**src/rtl/idp_ctrl_pkg.sv**
```systemverilog
// Shared definitions for the integer data path control unit: FSM states,
// instruction field positions, condition codes and status bit indices.
package idp_ctrl_pkg;

    typedef enum logic [1:0] {
        ST_IDLE = 2'd0,
        ST_IMM  = 2'd1,
        ST_EXEC = 2'd2
    } idpc_state_e;

    localparam int FLD_OP_LSB  = 12;
    localparam int FLD_W_LSB   = 9;
    localparam int FLD_R_LSB   = 6;
    localparam int FLD_S_LSB   = 3;
    localparam int FLD_IMM_BIT = 2;
    localparam int FLD_CND_LSB = 0;

    localparam logic [1:0] COND_ALWAYS = 2'b00;
    localparam logic [1:0] COND_Z      = 2'b01;
    localparam logic [1:0] COND_N      = 2'b10;
    localparam logic [1:0] COND_C      = 2'b11;

    localparam int ST_C_BIT = 2;
    localparam int ST_N_BIT = 1;
    localparam int ST_Z_BIT = 0;

    // True when the instruction condition holds against the current flags.
    function automatic logic cond_pass(input logic [1:0] cond, input logic [2:0] flags);
        logic ok;
        case (cond)
            COND_ALWAYS: ok = 1'b1;
            COND_Z:      ok = flags[ST_Z_BIT];
            COND_N:      ok = flags[ST_N_BIT];
            COND_C:      ok = flags[ST_C_BIT];
            default:     ok = 1'b1;
        endcase
        return ok;
    endfunction

endpackage

```
**src/rtl/idp_status_reg.sv**
```systemverilog
// C/N/Z status flag register with load enable and asynchronous active-low clear.
module idp_status_reg (
    input  logic       clk,
    input  logic       rst_n,
    input  logic       load,
    input  logic [2:0] d,
    output logic [2:0] q
);

    // Flag storage, updated only on an executed instruction.
    always_ff @(posedge clk or negedge rst_n) begin
        if (!rst_n) begin
            q <= 3'b000;
        end else if (load) begin
            q <= d;
        end
    end

endmodule

```
**src/rtl/idp_control_unit.sv**
```systemverilog
// Instruction sequencing/decode stage for the integer data path.
// Optional conditional execution is enabled by defining IDPC_COND_EXEC_EN.
module idp_control_unit
    import idp_ctrl_pkg::*;
#(
    parameter int DW = 16,
    parameter int AW = 3
) (
    input  logic          clk,
    input  logic          reset,
    input  logic [DW-1:0] instr_in,
    input  logic          instr_valid,
    output logic          instr_ready,
    input  logic          C_in,
    input  logic          N_in,
    input  logic          Z_in,
    output logic          W_En,
    output logic [AW-1:0] W_Adr,
    output logic [AW-1:0] R_Adr,
    output logic [AW-1:0] S_Adr,
    output logic          S_Sel,
    output logic [3:0]    ALU_OP,
    output logic [DW-1:0] DS,
    output logic [2:0]    status,
    output logic          done
);

`ifdef IDPC_COND_EXEC_EN
    localparam bit COND_EN = 1'b1;
`else
    localparam bit COND_EN = 1'b0;
`endif

    idpc_state_e   state_r, state_next_s;
    logic [DW-1:0] instr_r;
    logic [DW-1:0] imm_r;
    logic          exec_s;
    logic          imm_flag_s;
    logic          cond_ok_s;

    // State register.
    always_ff @(posedge clk or negedge reset) begin
        if (!reset) begin
            state_r <= ST_IDLE;
        end else begin
            state_r <= state_next_s;
        end
    end

    // Next-state logic; a word is only ever accepted in IDLE or IMM.
    always_comb begin
        state_next_s = state_r;
        case (state_r)
            ST_IDLE: begin
                if (instr_valid) begin
                    state_next_s = instr_in[FLD_IMM_BIT] ? ST_IMM : ST_EXEC;
                end else begin
                    state_next_s = ST_IDLE;
                end
            end
            ST_IMM: begin
                if (instr_valid) begin
                    state_next_s = ST_EXEC;
                end else begin
                    state_next_s = ST_IMM;
                end
            end
            ST_EXEC: state_next_s = ST_IDLE;
            default: state_next_s = ST_IDLE;
        endcase
    end

    // Instruction and immediate capture; reset discards anything pending.
    always_ff @(posedge clk or negedge reset) begin
        if (!reset) begin
            instr_r <= {DW{1'b0}};
            imm_r   <= {DW{1'b0}};
        end else begin
            if (state_r == ST_IDLE && instr_valid) begin
                instr_r <= instr_in;
            end
            if (state_r == ST_IMM && instr_valid) begin
                imm_r <= instr_in;
            end
        end
    end

    assign exec_s     = (state_r == ST_EXEC);
    assign imm_flag_s = instr_r[FLD_IMM_BIT];
    // The condition is judged against the flags as they stood before this EXEC.
    assign cond_ok_s  = !COND_EN || cond_pass(instr_r[FLD_CND_LSB +: 2], status);

    assign instr_ready = !exec_s;
    assign done        = exec_s;
    assign W_En        = exec_s && cond_ok_s;
    assign S_Sel       = exec_s && imm_flag_s;
    assign DS          = (exec_s && imm_flag_s) ? imm_r : {DW{1'b0}};
    assign ALU_OP      = instr_r[FLD_OP_LSB +: 4];
    assign W_Adr       = instr_r[FLD_W_LSB +: AW];
    assign R_Adr       = instr_r[FLD_R_LSB +: AW];
    assign S_Adr       = instr_r[FLD_S_LSB +: AW];

    idp_status_reg u_status (
        .clk   (clk),
        .rst_n (reset),
        .load  (W_En),
        .d     ({C_in, N_in, Z_in}),
        .q     (status)
    );

endmodule

```
**config.mk**
```make
export PLATFORM = sky130hd
export DESIGN_NAME = idp_control_unit
export DESIGN_NICKNAME = d
export VERILOG_FILES = /design/src/rtl/idp_ctrl_pkg.sv /design/src/rtl/idp_status_reg.sv /design/src/rtl/idp_control_unit.sv
export SDC_FILE = /design/constraint.sdc
export NUM_CORES = 1
export LEC_CHECK = 0
export CELL_PAD_IN_SITES_DETAIL_PLACEMENT = 1
export CELL_PAD_IN_SITES_GLOBAL_PLACEMENT = 1
export CORE_MARGIN = 3
export CORE_UTILIZATION = 38
export DETAILED_ROUTE_END_ITERATION = 8
export GPL_ROUTABILITY_DRIVEN = 0
export PLACE_DENSITY = 0.95
export RECOVER_POWER = 25
export SLEW_MARGIN = 20
export SYNTH_ARGS = -nofsm -noshare
export SYNTH_HDL_FRONTEND = slang
export SYNTH_SLANG_ARGS = --single-unit
```
**constraint.sdc**
```tcl
create_clock -name clk -period 3.7 [get_ports clk]
set_input_delay 0.555 -clock clk [delete_from_list [all_inputs] [get_ports clk]]
set_output_delay 0.555 -clock clk [all_outputs]
set_load 0.02 [all_outputs]
```
; ---- After elaboration in Yosys (flattened, before gate mapping)
; Cells that the tools add are included.
[totals]
in_bits = 22
reg_bits = 37
out_inout_bits = 36
[classes]
n_reduce_logical = 5
eq_ne = 2
muxes = 5
[ops]
columns = operator, n
row1 = $mux 16, 1
row2 = $mux 2, 3
row3 = $pmux 2 s2, 1
row4 = $logic_and 1x1->1, 3
row5 = $eq 2x1->1 const B, 1
row6 = $eq 2x2->1 const B, 1
row7 = $logic_not 2->1, 1
row8 = $logic_not 1->1, 1

; ---- Longest topological paths before layout
[logic_depth]
word_depth = 3
ltp_mapped = 4

; ---- Hierarchy
; A second synthesis with hierarchy kept.
[hier_totals]
cells_unflattened = 112
hier_area_um2 = 1627.8
[modules_own_cells]
columns = module, area_per_inst_um2, n_inst, cells_each
row1 = idp_control_unit, 1519.0, 1, 106
row2 = idp_status_reg, 108.9, 1, 6

; ---- Worst setup path after synthesis
; Ideal clock, no wire load.
[synth_timing]
path_type = reg2out
start = register state_r[0]
end = output port DS[10]
n_path_buf = 2
stages_incl_launch_ff = 5
slack_ns = 1.960
arrival_ns = 1.185
path_cell_list = dfrtp_1 -> and3b_1 -> buf_2 -> buf_6 -> and2_1
[synth_between]
elab_chain_len = 3
[synth_rtl]
columns = element, line
row1 = start: declaration, idp_control_unit.sv:34  ; idpc_state_e state_r, state_next_s;
row2 = start signal: assignment, idp_control_unit.sv:46  ; state_r <= state_next_s;
row3 = $eq 2x2->1, idp_control_unit.sv:88  ; assign exec_s = (state_r == ST_EXEC);
row4 = $logic_and 1x1->1, --
row5 = net S_Sel, idp_control_unit.sv:21  ; output logic S_Sel,
row6 = $mux 16, idp_control_unit.sv:97  ; assign DS = (exec_s && imm_flag_s) ? imm_r : {DW{1'b0}};
row7 = end: declaration, idp_control_unit.sv:23  ; output logic [DW-1:0] DS,
; The timed path passes the listed nets, and every way through them passes these cells.

; ---- Worst setup path in the final report
[layout_timing]
start = register state_r[0]
end = output port DS[13]
[layout_between]
elab_chain_len = 3
[layout_rtl]
columns = element, line
row1 = $eq 2x2->1, idp_control_unit.sv:88
row2 = $logic_and 1x1->1, idp_control_unit.sv:97
row3 = $mux 16, idp_control_unit.sv:97
; No other way between the ends.

==> Flow_metrics.wiki <==
{| class="wikitable"
! Metric !! Value
|-
| Run status || finished, violations left
|-
| Failing checks || capacitance limit, slew limit
|-
| Total grt overflow || 0
|-
| Beginning of the worst register-to-register path || state_r[0]
|-
| # nets final || 181
|-
| Maximum cell stage delay along the critical path || 0.63 ns
|-
| H-tree depth reported by CTS || 2
|-
| Die height || 72.3 µm
|-
| CTS sink cnt || 35
|-
| Total setup violations reported at the end of the flow || 0
|-
| Warnings, synthesis || 0
|-
| Worst Reg-to-Reg Cells || 2
|-
| Area occupied by multi-input gates || 633 µm²
|-
| Final period util || 0.756
|-
| PnR worst setup slack || 0.902 ns
|-
| Area used by sequential logic in the layout || 876 µm²
|-
| Pre-CTS WS || 1.19 ns
|-
| R2r endpoint || instr_r[3]
|-
| Worst-case clock buffer depth || 2
|-
| Clock tree from TritonCTS || yes
|-
| Cell with the largest stage delay on the worst path || sky130_fd_sc_hd__and3b_1
|-
| FF+latch count, synth || 35
|-
| Vias post-DR || 997
|-
| RSZ-0062 raised after global routing || false
|-
| Number of hold violations in the final report || 0
|-
| Post-cts repair resize count || 0
|-
| Initial antenna violation count || 0
|-
| Standard-cell rows || 23
|-
| Vias per cell || 4.75
|-
| Required time of the critical path || 3.14 ns
|-
| Wire length reported by the detailed router || 3770 µm
|-
| Data arrival time of the critical path || 2.24 ns
|-
| Layout filler cell count || 412
|-
| WL/cell || 17.9 µm
|-
| Clock insertion delay at the later pin of the skew report || 0.28 ns
|-
| Least-Margin Pin Slew || 1.86 ns
|-
| Clk_skew || 0.0113 ns
|-
| Detailed placement HPWL || 2750 µm
|-
| Layout area overhead || 34.8%
|-
| Overall track demand over capacity in global routing || 0.150
|-
| Average cell area after synthesis || 14.8 µm²
|-
| Time the worst path needs with I/O delays and setup || 2.80 ns
|-
| TritonCTS buffer count || 5
|-
| Number of pins with negative max-slew slack in the final report || 36
|-
| Min-Delay Startpoint || imm_r[1]
|-
| Maximum capacitance violations || 1
|-
| Worst reg2reg setup slack || 1.85 ns
|-
| Leak || 0.997 nW
|-
| Placed Instances || 202
|-
| Number of routed nets with antenna violations || 0
|-
| # DRC || 0
|-
| Via count of the first global-routing pass || 1145
|-
| Share of cells above drive strength 1 || 0.263
|-
| Placeable core region || 0.00412 mm²
|-
| Detailed-routing iteration count for the pre-antenna-repair pass || 2
|-
| First-pass GRT wire length || 5890 µm
|-
| Number of input and output port buffers inserted || 57
|-
| Final cell count without fillers || 210
|-
| Total chip power || 1.27 mW
|-
| Endpoint kind of the worst setup timing path || output port
|-
| Total standard cell area after synthesis || 0.00167 mm²
|-
| Maximum ir drop on the vdd rail || 0.000171 V
|-
| Synth cell types || 18
|-
| Hold crit path type || register to register
|-
| Buffer type at the clock tree root || sky130_fd_sc_hd__clkbuf_8
|-
| Antenna Cells || 0
|-
| Ratio of total power to cell area || 566 mW/mm²
|-
| Initial Utilization || 0.406
|-
| Launch point of the critical path || state_r[0]
|-
| Worst setup SP type || register
|-
| Maximum fanout encountered on the critical timing path || 17
|-
| Post-synthesis net count || 135
|-
| Register area share after synthesis || 0.525
|-
| Cts-stage hold buffer count || 0
|-
| Detailed Route Iter0 Violations || 34
|-
| Clock slew at the register clock pins of the worst setup and hold paths || 0.08 ns
|-
| Post-CTS setup buffer count || 0
|-
| Worst Hold Slack || 0.498 ns
|-
| Chain of cells forming the critical path || and3b_1, and2_1, clkdlybuf4s50_1
|-
| Setup CP Type || register to output port
|-
| Max frequency || 0.357 GHz
|-
| Worst-case headroom to the max-slew limit || -0.240
|-
| Hold Path Depth || 1
|-
| Largest net degree at the start of global routing || 36
|-
| Capture point of the worst path || DS[13]
|-
| Die ar. || 0.00522 mm²
|-
| X dimension of the die || 72.3 µm
|-
| Setup_tns || 0 ns
|-
| Count of boundary I/O pins || 58
|-
| Synthesized instance count || 113
|}
-- how the worst min path moves through the flow --
stage	slack (ns)	endpoint
after floorplan	0.26	imm_r[0]
after global placement	0.48	imm_r[2]
after detailed placement	0.49	imm_r[2]
after CTS	0.51	imm_r[1]
after global routing	0.52	imm_r[11]
final	0.50	imm_r[1]
-- layout by cell type (no fill, tap or decap) --
| master | netlist | final |
|---|---|---|
| sky130_fd_sc_hd__nand3b_4 | 1 | 1 |
| sky130_fd_sc_hd__a21oi_1 | 1 | 1 |
| sky130_fd_sc_hd__clkbuf_8 | 0 | 7 |
| sky130_fd_sc_hd__clkbuf_1 | 1 | 2 |
| sky130_fd_sc_hd__nor2b_1 | 2 | 2 |
| sky130_fd_sc_hd__nand2b_1 | 1 | 1 |
| sky130_fd_sc_hd__mux2_4 | 20 | 20 |
| sky130_fd_sc_hd__and3b_1 | 1 | 1 |
| sky130_fd_sc_hd__and2_1 | 16 | 16 |
| sky130_fd_sc_hd__nand3b_1 | 1 | 1 |
| sky130_fd_sc_hd__nor3b_1 | 1 | 1 |
| sky130_fd_sc_hd__dlygate4sd3_1 | 0 | 1 |
| sky130_fd_sc_hd__dfrtp_1 | 35 | 35 |
| sky130_fd_sc_hd__clkdlybuf4s50_1 | 0 | 56 |
| sky130_fd_sc_hd__inv_1 | 1 | 1 |
| sky130_fd_sc_hd__mux2_2 | 13 | 13 |
| sky130_fd_sc_hd__nor3b_4 | 1 | 1 |
-- per-layer routing --
| layer | track usage | share of wire |
|---|---|---|
| met2 | 0.261 | 0.52 |
| met5 | 0 | 0 |
| met4 | 0.0376 | 0.0027 |
| met3 | 0.0374 | 0.060 |
| met1 | 0.186 | 0.41 |
-- synth_stat cells, drive strengths merged --
cell type | count | share of area
a21oi | 1 | 0.0030
and2 | 16 | 0.060
and3b | 1 | 0.0052
buf | 18 | 0.091
clkbuf | 1 | 0.0022
dfrtp | 35 | 0.52
inv | 1 | 0.0022
mux2 | 33 | 0.27
nand2b | 1 | 0.0038
nand3b | 2 | 0.016
nor2b | 2 | 0.0075
nor3b | 2 | 0.016
-- report_power, final --
group	switching (mW)	leakage, nW	internal (mW)
combinational	0.166	0.531	0.250
sequential	0.0649	0.415	0.492
clock	0.131	0.0515	0.170
total	0.363	0.997	0.912
-- through the flow --
step	area, µm²	util
floorplan	1670	-
CTS	2250	0.548
global route	2250	0.547
detailed placement	2150	0.523
global placement	2150	0.523
finish	2250	0.547
-- critical path: cells and delay by family (launching register included) --
family	cells	cell delay, ns
AND/OR/NAND/NOR	2	0.85
buffers and inverters	1	0.62
flip-flops	1	0.49
-- cell families after synthesis --
logic type             synth area share
AO/OA/AOI/OAI                   0.00300
buffers and inverters            0.0959
flip-flops                        0.525
multiplexers                      0.268
AND/OR/NAND/NOR                   0.109
-- registers in the layout, summed over array words and instances (netlist names) --
register	count
imm_r	16
instr_r	14
state_r	2
u_status.q	3
-- layout make-up --
type | instances | share of cell area
multi-input cells | 58 | 0.281
flip-flops and latches | 35 | 0.389
clock buffers | 8 | 0.0445
repair buffers | 58 | 0.255
inverters | 1 | 0.00167
well taps | 50 | 0.0278
(Power assumes the default switching activity.)
